`src/rtl/sram_port_rr_arbiter.sv`:
```
// sram_port_rr_arbiter: N-channel round-robin (or fixed-select) arbiter in front
// of one single-port SRAM. It drives registered active-low CEN/WEN plus A/D, and
// returns read data tagged with the issuing channel after RD_LAT+1 cycles.
module sram_port_rr_arbiter #(
    parameter int N_CH    = 16,
    parameter int D_WIDTH = 16,
    parameter int A_WIDTH = 16,
    parameter int RD_LAT  = 1
) (
    input  logic                    clk,
    input  logic                    rst,
    input  logic [N_CH-1:0]         req_i,
    input  logic [N_CH-1:0]         we_i,
    input  logic [N_CH*A_WIDTH-1:0] addr_i,
    input  logic [N_CH*D_WIDTH-1:0] data_i,
    input  logic                    fixed_mode_i,
    input  logic [$clog2(N_CH)-1:0] fixed_sel_i,
    output logic [N_CH-1:0]         grant_o,
    output logic                    CEN_out,
    output logic                    WEN_out,
    output logic [A_WIDTH-1:0]      A_out,
    output logic [D_WIDTH-1:0]      D_out,
    input  logic [D_WIDTH-1:0]      Q_in,
    output logic                    rd_valid_o,
    output logic [$clog2(N_CH)-1:0] rd_ch_o,
    output logic [D_WIDTH-1:0]      rd_data_o
);

    localparam int CH_W = $clog2(N_CH);

    logic [N_CH-1:0]    elig;
    logic               found;
    logic [CH_W-1:0]    win_ch;
    logic [CH_W:0]      scan_sum;
    logic [CH_W-1:0]    scan_ch;
    logic [CH_W-1:0]    ptr_q, ptr_d;
    logic [A_WIDTH-1:0] sel_addr;
    logic [D_WIDTH-1:0] sel_data;
    logic               sel_we;

    logic               cen_q, wen_q;
    logic [A_WIDTH-1:0] a_q;
    logic [D_WIDTH-1:0] d_q;

    // Read-tracking pipe: stage 0 holds the command currently on the port,
    // stage RD_LAT is the cycle Q_in carries that command's data.
    logic [RD_LAT:0]            pipe_vld_q;
    logic [RD_LAT:0][CH_W-1:0]  pipe_ch_q;

    logic               rd_valid_q;
    logic [CH_W-1:0]    rd_ch_q;
    logic [D_WIDTH-1:0] rd_data_q;

    // Eligible set: everything requested, or only the legacy-selected channel.
    always_comb begin
        // NOTE: every variable written here gets a default first, so no path can infer a latch.
        elig = req_i;
        if (fixed_mode_i) begin
            elig = '0;
            // An out-of-range legacy select leaves nothing eligible.
            if ({1'b0, fixed_sel_i} < (CH_W+1)'(N_CH)) begin
                elig[fixed_sel_i] = req_i[fixed_sel_i];
            end
        end
    end

    // Round-robin search: first eligible channel at or above ptr_q, wrapping.
    always_comb begin
        found    = 1'b0;
        win_ch   = '0;
        scan_sum = '0;
        scan_ch  = '0;
        for (int i = 0; i < N_CH; i++) begin
            scan_sum = {1'b0, ptr_q} + (CH_W+1)'(i);
            if (scan_sum >= (CH_W+1)'(N_CH)) begin
                scan_sum = scan_sum - (CH_W+1)'(N_CH);
            end
            scan_ch = scan_sum[CH_W-1:0];
            if (!found && elig[scan_ch]) begin
                found  = 1'b1;
                win_ch = scan_ch;
            end
        end
    end

    // Winner's command fields, one-hot grant and the pointer that follows it.
    always_comb begin
        sel_addr = '0;
        sel_data = '0;
        sel_we   = 1'b0;
        grant_o  = '0;
        for (int i = 0; i < N_CH; i++) begin
            if (CH_W'(i) == win_ch) begin
                sel_addr = addr_i[i*A_WIDTH +: A_WIDTH];
                sel_data = data_i[i*D_WIDTH +: D_WIDTH];
                sel_we   = we_i[i];
            end
        end
        if (found) begin
            grant_o[win_ch] = 1'b1;
        end
        ptr_d = (win_ch == CH_W'(N_CH-1)) ? '0 : win_ch + CH_W'(1);
    end

    // SRAM command registers and arbitration pointer; A/D hold while idle.
    always_ff @(posedge clk or posedge rst) begin
        // NOTE: sequential state uses non-blocking assignments so every register samples pre-edge values.
        if (rst) begin
            cen_q <= 1'b1;
            wen_q <= 1'b1;
            a_q   <= '0;
            d_q   <= '0;
            ptr_q <= '0;
        end else begin
            cen_q <= ~found;
            wen_q <= found ? ~sel_we : 1'b1;
            if (found) begin
                a_q   <= sel_addr;
                d_q   <= sel_data;
                ptr_q <= ptr_d;
            end
        end
    end

    // Shift (valid, channel) of each issued read alongside the SRAM latency.
    always_ff @(posedge clk or posedge rst) begin
        // NOTE: this small pipe is reset on purpose: in-flight reads must be dropped on reset.
        if (rst) begin
            pipe_vld_q <= '0;
            pipe_ch_q  <= '0;
        end else begin
            pipe_vld_q <= {pipe_vld_q[RD_LAT-1:0], found & ~sel_we};
            pipe_ch_q  <= {pipe_ch_q[RD_LAT-1:0], win_ch};
        end
    end

    // Capture Q_in as the tracked read leaves the pipe; tag and data hold otherwise.
    always_ff @(posedge clk or posedge rst) begin
        if (rst) begin
            rd_valid_q <= 1'b0;
            rd_ch_q    <= '0;
            rd_data_q  <= '0;
        end else begin
            rd_valid_q <= pipe_vld_q[RD_LAT];
            if (pipe_vld_q[RD_LAT]) begin
                rd_ch_q   <= pipe_ch_q[RD_LAT];
                rd_data_q <= Q_in;
            end
        end
    end

    assign CEN_out    = cen_q;
    assign WEN_out    = wen_q;
    assign A_out      = a_q;
    assign D_out      = d_q;
    assign rd_valid_o = rd_valid_q;
    assign rd_ch_o    = rd_ch_q;
    assign rd_data_o  = rd_data_q;

endmodule

```
`config.mk`:
```
export PLATFORM = sky130hd
export DESIGN_NAME = sram_port_rr_arbiter
export DESIGN_NICKNAME = d
export VERILOG_FILES = /design/src/rtl/sram_port_rr_arbiter.sv
export SDC_FILE = /design/constraint.sdc
export NUM_CORES = 1
export LEC_CHECK = 0
export CAP_MARGIN = 20
export CORE_AREA = 4 4 245 247
export DETAILED_ROUTE_END_ITERATION = 10
export DIE_AREA = 0 0 249 251
export GPL_TIMING_DRIVEN = 0
export MAX_ROUTING_LAYER = met4
export PLACE_DENSITY = 0.56
export SLEW_MARGIN = 10
export SYNTH_ARGS = -nofsm -noshare
export SYNTH_HDL_FRONTEND = slang
export SYNTH_SLANG_ARGS = --single-unit
```
`constraint.sdc`:
```
create_clock -name clk -period 7.1 [get_ports clk]
set_input_delay 1.42 -clock clk [delete_from_list [all_inputs] [get_ports clk]]
set_output_delay 1.42 -clock clk [all_outputs]
set_load 0.01 [all_outputs]
```
* Yosys cells after proc, flatten, opt, wreduce, memory -nomap -nowiden *
Index checks and enable logic that the tools add are counted.

storage, ports and cells
  latch bits = 0
  bits in read-only memories = 0
  memories kept = 0
  bits in registers = 69
  RAM bits = 0
  word-level logic and storage cells = 270

cells by class
  add/sub/neg operators = 32
  $lt $le $gt $ge = 36
  bitwise logic cells = 4
  reductions and logical operators = 33
  shift-type cells = 0
  $mul = 0
  eq/ne operators = 16
  muxes and demuxes = 138
  divide/modulo/power cells = 0

operators with widths
  kind                   count
  $mux W16               34
  $mux W4                33
  $lt A4 B5 Y1 const B   18
  $ge A5 B5 Y1 const B   15
  $bmux W1 S4            17
  $sub A4 B1 Y4 const B  16
  $mux W1                52
  $add A4 B4 Y5 const B  8
  $eq A4 B4 Y1 const A   8
  $add A4 B3 Y5 const B  4
  $logic_and A1 B1 Y1    17
  $and A16 B16 Y16       1
  $eq A3 B4 Y1 const A   4
  $logic_not A1 Y1       15
  $add A4 B2 Y5 const B  2
  $demux W1 S4           2
  $eq A2 B4 Y1 const A   2
  $ge A4 B1 Y1 const B   2
  $add A4 B1 Y5 const B  1
  $ge A4 B5 Y1 const B   1
  $add A4 B1 Y4 const B  1
  $eq A1 B4 Y1 const A   1
  $eq A4 B4 Y1 const B   1
  $logic_not A4 Y1       1
  2 further kinds        3

* Longest topological paths before layout *
Gate-level depths: netlist of the first run.

  word-level depth = 73
  mapped depth = 32

* Worst setup path after synthesis of the first run *
Ideal clock, no wire load.

  path kind = in2out
  start = in fixed_mode_i
  end = out grant_o[3]
  arrival time = 5.915 ns
  slack = -0.235 ns
  cell stages on the path = 20
  path buffers = 6
  required time = 5.680 ns
  cell sequence = inv_1 clkbuf_1 clkbuf_1 o211a_1 a2111oi_0 o41ai_1 o31ai_2 nand3b_4 or4_1 clkbuf_1 nor4_1 o32a_1 a21oi_1 inv_1 ha_1 inv_1 clkbuf_1 buf_1 clkbuf_1 nor4_1

on the way
  longest elaborated chain between the ends = 54

ends and longest elaborated chain
  what                                                                       line  source
  start, declared                                                            16    input logic fixed_mode_i,
  $mux W16 (*)                                                               58    if (fixed_mode_i) begin
  $bmux W1 S4                                                                79    if (!found && elig[scan_ch]) begin
  $mux W1 (implied by the code)                                              79
  $mux W1                                                                    79
  $logic_not A1 Y1                                                           79
  $logic_and A1 B1 Y1                                                        79
  $mux W1                                                                    79
  $logic_not A1 Y1                                                           79
  [39 not listed]                                                            --
  $logic_and A1 B1 Y1                                                        79
  $mux W4 (*)                                                                79
  named net win_ch[0]                                                        33    logic [CH_W-1:0] win_ch;
  $lt A4 B5 Y1 (implied by the code) / $ge A4 B1 Y1 (equally long branches)  100   grant_o[win_ch] = 1'b1;
  $logic_and A1 B1 Y1 (implied by the code)                                  100
  $mux W1 (implied by the code)                                              100
  $demux W1 S4 (*)                                                           100
  $mux W16 (*)                                                               99    if (found) begin
  end, declared                                                              18    output logic [N_CH-1:0] grant_o,

Mark *: on every way through the listed nets, which the timed path passes. The rest lies on a longest branch. The select of a mux whose other input is x is not followed.

* Worst setup path in the final report of the first run *
  start = in fixed_sel_i[2]
  end = out grant_o[2]

on the way
  longest elaborated chain between the ends = 59

ends and longest elaborated chain
  what                                                                       line  source
  start, declared                                                            17    input logic [$clog2(N_CH)-1:0] fixed_sel_i,
  $lt A4 B5 Y1 (implied by the code) / $ge A4 B1 Y1 (equally long branches)  62    elig[fixed_sel_i] = req_i[fixed_sel_i];
  $logic_and A1 B1 Y1 (implied by the code)                                  62
  $mux W1 (implied by the code)                                              62
  $demux W1 S4                                                               62
  $and A16 B16 Y16 (no source line) (*)                                      --
  $mux W16 (*)                                                               58
  $bmux W1 S4                                                                79
  $mux W1 (implied by the code)                                              79
  [44 not listed]                                                            --
  $logic_and A1 B1 Y1                                                        79
  $mux W4 (*)                                                                79
  named net win_ch[1]                                                        33
  $lt A4 B5 Y1 (implied by the code) / $ge A4 B1 Y1 (equally long branches)  100
  $logic_and A1 B1 Y1 (implied by the code)                                  100
  $mux W1 (implied by the code)                                              100
  $demux W1 S4 (*)                                                           100
  $mux W16 (*)                                                               99

Marks and branches as above.

==> results of run 1 <==
[critical path: stages]
cell and delay [ns]:
buf_12 0.11, buf_8 0.12, and4b_1 0.20, o211a_1 0.25, or2_0 0.23, mux4_2 0.57
mux2i_4 0.26, nand3b_4 0.16, or4_4 0.58, nor4_4 0.34, a311oi_1 0.08, nor2_1 0.24
o31ai_4 0.10, inv_2 0.12, ha_4 0.19, inv_8 0.05, clkbuf_16 0.15, clkbuf_16 0.16
nor4_4 0.23, buf_2 0.20
[flip-flops by register name, indices dropped and copies added, names as in the netlist, 2 cells and up]
signal      flops
A_out          16
D_out          16
rd_data_o      16
pipe_ch_q       8
ptr_q           4
rd_ch_o         4
pipe_vld_q      2
[layout by cell type, fill, tap and decap left out, drive strengths merged, types with 9 or more instances in the layout]
| master | netlist | layout |
|---|---|---|
| o31ai | 9 | 9 |
| o21ai | 139 | 139 |
| a221o | 35 | 35 |
| o221a | 18 | 18 |
| clkbuf | 86 | 86 |
| a221oi | 22 | 22 |
| nor3 | 45 | 45 |
| ha | 11 | 11 |
| buf | 52 | 206 |
| nand3 | 23 | 23 |
| a31oi | 12 | 12 |
| a22oi | 49 | 49 |
| nand2 | 127 | 127 |
| a22o | 33 | 33 |
| diode | 0 | 20 |
| mux2 | 31 | 31 |
| mux2i | 11 | 11 |
| a21oi | 111 | 111 |
| o221ai | 18 | 18 |
| a211oi | 37 | 37 |
| nand2b | 14 | 14 |
| nor4 | 18 | 18 |
| xnor2 | 11 | 11 |
| o22ai | 29 | 29 |
| o211a | 15 | 15 |
| clkdlybuf4s50 | 0 | 612 |
| inv | 28 | 32 |
| a2111oi | 14 | 14 |
| nor2 | 102 | 102 |
| mux4 | 13 | 13 |
| o2111ai | 15 | 15 |
| or3 | 50 | 50 |
| dfrtp | 67 | 67 |
| o211ai | 26 | 26 |
[kinds of logic after synthesis]
logic type,Yosys count,share of synthesized area [%]
muxes,55,7.23
DFF,69,16.6
and+or+nand+nor,424,20.8
xor gates and xnor gates,15,1.26
AOI/OAI and AO/OA,649,46.0
adders and majority gates,11,1.32
buffers and inverters,168,6.84
[final cells by class]
type                       count  area, um2
clock buffer                   9        225
fill                        5971      36600
clock inverter                 7       53.8
multi-input combinational   1154       9290
sequential                    69       1730
inverter                      30        166
timing repair buffer         773       7530
antenna                       20       50.0
tap                          765        957
buffer                       128       1010
[how the worst min path moves through the flow]
stage / start / end / slack [ns] / cells past startpoint
finish: pipe_ch_q[2] / pipe_ch_q[6] / 0.35 / 0
global route: pipe_ch_q[2] / pipe_ch_q[6] / 0.35 / 0
CTS: pipe_ch_q[2] / pipe_ch_q[6] / 0.35 / 0
detailed placement: pipe_ch_q[2] / pipe_ch_q[6] / 0.34 / 0
global placement: pipe_ch_q[2] / pipe_ch_q[6] / 0.33 / 0
floorplan: pipe_ch_q[0] / pipe_ch_q[4] / 0.33 / 0
[repair_timing]
item	in CTS	in global routing
cloned	5	1
setup endpoints to repair	52	49
pin swaps	45	35
resized for setup	410	150
setup buffers	80	45
[stage by stage]
step,instances,cell area [um2]
2_1_floorplan,1391,10500
3_5_place_dp,2796,17800
4_1_cts,2892,20100
3_3_place_gp,2793,17800
5_1_grt,2952,21000
6_report,2955,21000
[per-layer routing]
layer	vias to the layer above	GRT usage [%]	part of all wire (%)
li1	7124	-	-
met1	8101	36.9	42
met2	1137	45.7	46
met3	129	5.64	8.7
met4	0	6.91	2.6
met5	-	-	0
==> qor.txt, run 1 <==
IO Pins - 638
Slew headroom - 25.8%
post-route ant nets - 0
via count - 16.5k
layout cell share with drive strength beyond 1 - 23.4%
worst setup path class - input pin to output pin
CP endpoint kind - output pin
Core ar. - 57600 um2
Reg2Reg Setup Slack - 0.17 ns
total congestion overflow - 0
top cells by count, synth - 126 x nand2_1, 108 x o21ai_0, 107 x a21oi_1, 100 x nor2_1, 86 x clkbuf_1
arrival time at the worst endpoint - 5.77 ns
DRT Pass-1 Iters - 5
reg2reg end - D_out[15]
setup TNS - -0.183 ns
Initial Utilization - 18.1%
Post-Syn Nets - 1969
initial antenna violation count - 34
ys flop type - dfrtp_1
# nets final - 2743
Syn Area/Cell - 7.51 um2
most numerous cell in the Yosys netlist - nand2_1
post-route DRC violation count - 0
1st-iter DRT viols - 1612
Util after Layout - 36.5%
setup violators final - 3
vias in the first global route - 16.3k
flop and latch count out of synthesis - 69
share of flip-flops with an asynchronous set or reset - 100%
Layout area overhead - 101%
worst-skew pair later-pin latency - 0.35 ns
Clock Skew - 0.00682 ns
gr usage total - 28.4%
worst endpoint required time - 5.68 ns
total wire length - 92500 um
chip width - 249 um
Setup crit end - grant_o[2]
EDFF count, synth - 0
violated checks - setup timing
Port Buffer Count - 637
row count - 88
part of the cycle the worst path needs - 101%
CTS tree - done
DR WL/cell - 31.3 um
vias per cell - 5.58
RSZ-0062 raised after global routing - yes
final worst path period need - 7.19 ns
worst r2r path cells - 30
CTS Buffer Depth - 2
CP Max Fanout - 7
pre-CTS setup slack - -3.38 ns
gp weighted congestion - 1.01
CTS root buffer - clkbuf_16
CTS Sinks - 69
first-pass GRT wire length - 126000 um
max capacitance violation total - 0
CTS Buf Count - 9
Post-Synthesis Cell Area - 10400 um2
status - finished with violations
die area - 62500 um2
# H-tree levels - 3
Hold WS - 0.347 ns
hold_buf cts - 0
Setup WS post-layout - -0.0875 ns
Die Ht - 251 um
Yosys top cell area share - 16.0%
Distinct cells, synth - 104
Least-Margin Pin Slew - 1.11 ns
Setup crit start kind - input pin
Final Slew Violations - 0
Synth area leaders - dfrtp_1 16%, o21ai_0 5.2%, a21oi_1 5.1%
Syn. warnings - 0
post-synthesis cell count - 1391
Worst-path clk slew - 0.06 ns
register area share after synthesis - 16.6%
Peak Freq - 0.139 GHz
area leader, netlist - dfrtp_1
critical path launch point - fixed_sel_i[2]
dpl hpwl - 76400 um
RR Startpoint - ptr_q[0]
Hold/Removal Path Class - register to register
largest net degree at the start of global routing - 57
Hold Fails Final Rpt - 0
Power of run 1 is not shown: default switching activity piles up to over one toggle a cycle in this logic, so the estimate is an artifact.
==> inputs of run 2 (changes only) <==
Settings changed: CAP_MARGIN 20 to unset, CELL_PAD_IN_SITES_DETAIL_PLACEMENT set to 1, CELL_PAD_IN_SITES_GLOBAL_PLACEMENT set to 2, CORE_AREA 4 4 245 247 to unset, CORE_MARGIN set to 4, CORE_UTILIZATION set to 18, DIE_AREA 0 0 249 251 to unset, PLACE_DENSITY 0.56 to 0.89.
==> run 2 against run 1 <==
The run still ends with setup timing left. Clock skew about the same. First-iteration DRC count decreased by 23%. Maximum frequency increased by 0.93%. Critical endpoint is now D_out[3]. Final cell count decreased by 0.10%.
==> qor.txt, run 2 (synthesis gave the netlist of run 1 again) <==
row count - 88
Post-Place Cell Area - 17800 um2
max capacitance violation total - 0
# H-tree levels - 3
worst endpoint required time - 7.31 ns
Worst-path clk slew - 0.06 ns
vias per cell - 5.59
post-route ant nets - 0
Port Buffer Count - 637
Core ar. - 57600 um2
critical path's most frequent cell - buf_4
largest net degree at the start of global routing - 37
Final Slew Violations - 0
Layout area overhead - 101%
DRT Pass-1 Iters - 5
setup TNS - -0.0212 ns
Initial Utilization - 18.1%
vias in the first global route - 16.9k
dpl hpwl - 79700 um
total wire length - 97800 um
Setup crit start kind - input pin
CTS Buffer Depth - 2
Setup crit end - D_out[3]
CTS root buffer - clkbuf_16
CTS Buf Count - 9
post-route DRC violation count - 0
fillcell total - 6782
Slew headroom - 21.1%
via count - 16.5k
non-filler instance count after layout - 2952
gp weighted congestion - 1.02
worst setup path class - input pin to register
Critical Path Max Stage Delay - 0.63 ns
gr usage total - 30.4%
Reg2Reg Setup Slack - 0.07 ns
CTS tree - done
final instance area - 21000 um2
critical path launch point - req_i[4]
Hold Fails Final Rpt - 0
part of the cycle the worst path needs - 100%
arrival time at the worst endpoint - 7.33 ns
RR Startpoint - ptr_q[1]
# nets final - 2735
DR WL/cell - 33.1 um
most common cell after layout, fill and taps aside - clkdlybuf4s50_1
CTS Sinks - 69
total congestion overflow - 0
Crit-path slowest cell - or4_4
violated checks - setup timing
Clock Skew - 0.00682 ns
most frequent cells in the layout - 613 x clkdlybuf4s50_1, 119 x nand2_1, 113 x buf_4, 94 x a21oi_1
IO Pins - 638
placed cells - 2794
Peak Freq - 0.140 GHz
worst-skew pair later-pin latency - 0.35 ns
Setup WS post-layout - -0.0211 ns
RSZ-0062 raised after global routing - yes
worst r2r path cells - 31
Hold/Removal Path Class - register to register
Die Ht - 249 um
CP Max Fanout - 10
layout cell share with drive strength beyond 1 - 22.8%
final worst path period need - 7.12 ns
setup violators final - 2
CP endpoint kind - register
reg2reg end - D_out[3]
initial antenna violation count - 36
status - finished with violations
Least-Margin Pin Slew - 1.18 ns
chip width - 249 um
1st-iter DRT viols - 1235
die area - 62000 um2
first-pass GRT wire length - 133000 um
run 2: cell types whose count changed in the layout (fill, tap and decap cells not counted), sizes merged, moves of 2 or more:
cell / change
buf: -15
diode: +5
inv: -4
clkbuf: +8
clkinvlp: +2
clkdlybuf4s15: +2
run 2: timing repair:
item	in CTS	in global routing
setup endpoints to repair	52	48
gates resized for setup	444	98
hold buffers	0	0
pin swaps	40	33
setup buffers	88	32
gates cloned	3	2
run 2: layout make-up:
type | count | area, um2 | area share [%]
diodes | 25 | 62.6 | 0.298
plain buffers | 130 | 1050 | 5.01
clock buffers | 11 | 243 | 1.16
clock inverters | 5 | 42.5 | 0.203
inverters | 30 | 175 | 0.835
multi-input cells | 1154 | 9280 | 44.2
flip-flops and latches | 69 | 1730 | 8.25
well taps | 765 | 957 | 4.56
repair buffers | 763 | 7450 | 35.5
run 2: how the worst min path moves through the flow:
| stage | cells past startpoint | slack, ns | startpoint | endpoint |
|---|---|---|---|---|
| 2_1_floorplan | 0 | 0.33 | pipe_ch_q[0] | pipe_ch_q[4] |
| 4_1_cts | 0 | 0.34 | pipe_ch_q[2] | pipe_ch_q[6] |
| 3_3_place_gp | 0 | 0.33 | pipe_ch_q[3] | pipe_ch_q[7] |
| 5_1_grt | 0 | 0.35 | pipe_ch_q[2] | pipe_ch_q[6] |
| 3_5_place_dp | 0 | 0.34 | pipe_vld_q[0] | pipe_vld_q[1] |
| 6_report | 0 | 0.34 | pipe_ch_q[2] | pipe_ch_q[6] |
run 2: critical path, delay by kind of cell:
family | cells | cell delay (ns)
buffers and inverters | 8 | 2.01
adder cells (fa/ha/maj) | 1 | 0.16
AND/OR/NAND/NOR | 5 | 1.00
multiplexers | 1 | 0.12
AO/OA/AOI/OAI | 11 | 2.59
run 2: per-layer routing:
layer | share of wire [%] | GRT usage [%] | up-vias
li1 | - | - | 7103
met1 | 40 | 37.1 | 8295
met2 | 46 | 49.2 | 961
met3 | 9.5 | 8.22 | 149
met4 | 3.8 | 9.36 | 0
met5 | 0 | - | -
run 2: stage by stage:
stage	hold WS (ns)	util (%)	setup slack (ns)
final	0.342	36.5	-0.0211
after global routing	0.351	36.4	-0.131
after floorplan	0.331	-	0.0154
after global placement	0.335	30.9	-3.62
after CTS	0.344	35.2	-0.0475
after detailed placement	0.336	31.0	-3.65
Power of run 2 is left out for the same reason.
==> inputs of run 3 (changes only) <==
Settings changed: CORE_AREA set to 4 4 249 251, CORE_MARGIN 4 to unset, CORE_UTILIZATION 18 to unset, DIE_AREA set to 0 0 253 255, PLACE_DENSITY 0.89 to 0.84.
Clock period 7.1 ns to 8.8 ns, I/O delays scaled along.
==> run 3 against run 2 <==
The run now ends clean. Die area up 4.1%. Hold slack gained 0.0090 ns. Critical path depth is 5 lower. Utilization is 4.1 points lower. Via count decreased by 3.5%. Global-route usage is 1.6 points lower. Worst setup slack improved by 0.14 ns. First-iteration DRC count grew 16%. Register-to-register slack improved by 0.31 ns. Critical path type is now input pin to output pin. Highest routed layer unchanged.
==> qor.txt, run 3 (synthesis gave the netlist of run 1 again) <==
status - finished clean
CP endpoint kind - output pin
max capacitance violation total - 0
Core ar. - 59900 um2
DR WL/cell - 33.4 um
Peak Freq - 0.115 GHz
Port Buffer Count - 637
via count - 15.9k
# H-tree levels - 3
Slew headroom - 5.31%
post-route DRC violation count - 0
Hold Fails Final Rpt - 0
most frequent cells in the layout - 626 x clkdlybuf4s50_1, 122 x nand2_1, 103 x a21oi_1, 101 x o21ai_0, 97 x nor2_1
fillcell total - 7207
placed cells - 2811
gp weighted congestion - 0.935
RR Startpoint - ptr_q[0]
initial antenna violation count - 37
IO Pins - 638
Least-Margin Pin Slew - 1.42 ns
reg2reg end - D_out[2]
Setup crit end - grant_o[7]
vias per cell - 5.52
Hold/Removal Path Class - register to register
Die Ht - 255 um
RSZ-0062 raised after global routing - yes
CP Max Fanout - 10
worst-skew pair later-pin latency - 0.36 ns
Final Slew Violations - 0
# nets final - 2651
non-filler instance count after layout - 2887
Critical Path Max Stage Delay - 0.60 ns
critical path's most frequent cell - buf_6
setup violators final - 0
vias in the first global route - 16.7k
chip width - 253 um
worst endpoint required time - 7.04 ns
1st-iter DRT viols - 1431
critical path launch point - fixed_mode_i
worst setup path class - input pin to output pin
Bufs and invs on worst path - 9
worst r2r path cells - 28
CP Depth - 21
Layout area overhead - 85.6%
CTS Buffer Depth - 2
row count - 90
final worst path period need - 8.68 ns
Setup crit start kind - input pin
layout cell share with drive strength beyond 1 - 15.3%
total wire length - 96400 um
most common cell after layout, fill and taps aside - clkdlybuf4s50_1
CTS root buffer - clkbuf_16
CTS Sinks - 69
first-pass GRT wire length - 129000 um
cell family with most CP delay - buffers and inverters
CTS tree - done
largest net degree at the start of global routing - 49
CP cell instances - clkdlybuf4s50_1 -> buf_6 -> buf_6 -> buf_6 -> a211oi_1 -> o21ai_1 -> o211ai_4 -> nor4_4 -> a2bb2o_2 -> or4_4 -> nor4_4 -> a311oi_2 -> nor2_2 -> o31ai_4 -> inv_2 -> ha_4 -> clkbuf_8 -> clkbuf_4 -> nand2_4 -> inv_1 -> clkdlybuf4s15_2
post-route ant nets - 0
Worst-path clk slew - 0.07 ns
Crit-path slowest cell - or4_4
arrival time at the worst endpoint - 6.92 ns
CTS Buf Count - 9
Initial Utilization - 17.4%
dpl hpwl - 80600 um
setup TNS - 0 ns
Reg2Reg Setup Slack - 0.38 ns
gr usage total - 28.8%
total congestion overflow - 0
part of the cycle the worst path needs - 98.7%
die area - 64500 um2
Clock Skew - 0.00976 ns
DRT Pass-1 Iters - 5
run 3: changes by cell type in the layout (fill, tap and decap cells not counted), moves of 6 or more:
cell / previous run / this run
a21oi_1: 94 / 103
a211oi_1: 21 / 28
a211oi_4: 12 / 2
clkdlybuf4s50_1: 613 / 626
buf_6: 28 / 9
o21ai_0: 92 / 101
inv_1: 12 / 18
buf_4: 113 / 47
clkbuf_1: 39 / 56
clkbuf_16: 21 / 9
buf_12: 13 / 1
clkbuf_4: 11 / 5
run 3: stage by stage:
| stage | utilization, % | setup WS (ns) | hold slack [ns] | cell area, um2 |
|---|---|---|---|---|
| 6_report | 32.4 | 0.118 | 0.351 | 19400 |
| 5_1_grt | 32.3 | -0.0282 | 0.356 | 19400 |
| 4_1_cts | 31.5 | -0.0683 | 0.353 | 18900 |
| 3_5_place_dp | 29.8 | -3.11 | 0.337 | 17800 |
| 3_3_place_gp | 29.7 | -2.96 | 0.332 | 17800 |
| 2_1_floorplan | - | 0.785 | 0.331 | 10400 |
run 3: cell type report:
cell class	count	area (um2)	share of cell area (%)
Tap cell	782	978	5.05
Timing Repair inverter	1	8.76	0.0452
Inverter	30	143	0.736
Antenna cell	27	67.6	0.349
Sequential cell	69	1730	8.92
Timing Repair Buffer	678	6680	34.5
Buffer	130	742	3.83
Clock buffer	10	229	1.18
Multi-Input combinational cell	1154	8740	45.1
Clock inverter	6	70.1	0.361
run 3: worst min path at each step:
stage	depth (start not counted)	start	slack [ns]	to
2_1_floorplan	0	pipe_ch_q[0]	0.33	pipe_ch_q[4]
3_3_place_gp	0	pipe_ch_q[3]	0.33	pipe_ch_q[7]
3_5_place_dp	0	pipe_ch_q[2]	0.34	pipe_ch_q[6]
4_1_cts	0	pipe_ch_q[3]	0.35	pipe_ch_q[7]
5_1_grt	0	pipe_ch_q[3]	0.36	pipe_ch_q[7]
6_report	0	pipe_ch_q[3]	0.35	pipe_ch_q[7]
run 3: repair_timing:
item / CTS / global route
endpoints found under the setup margin: 52 / 39
gates resized for setup: 183 / 81
endpoints found under the hold margin: 0 / 0
gates cloned: 0 / 1
pin swaps: 15 / 14
buffers inserted: 21 / 19
hold buffers: 0 / 0
run 3: per-layer routing:
metal / global-route usage, % / up-vias / part of all wire [%] / wire length (um)
li1: - / 6943 / - / -
met1: 36.2 / 8010 / 42 / 40500
met2: 46.5 / 843 / 47 / 45700
met3: 7.01 / 127 / 8.1 / 7840
met4: 7.80 / 0 / 2.5 / 2400
met5: - / - / 0 / 0
Power of run 3 is left out for the same reason.
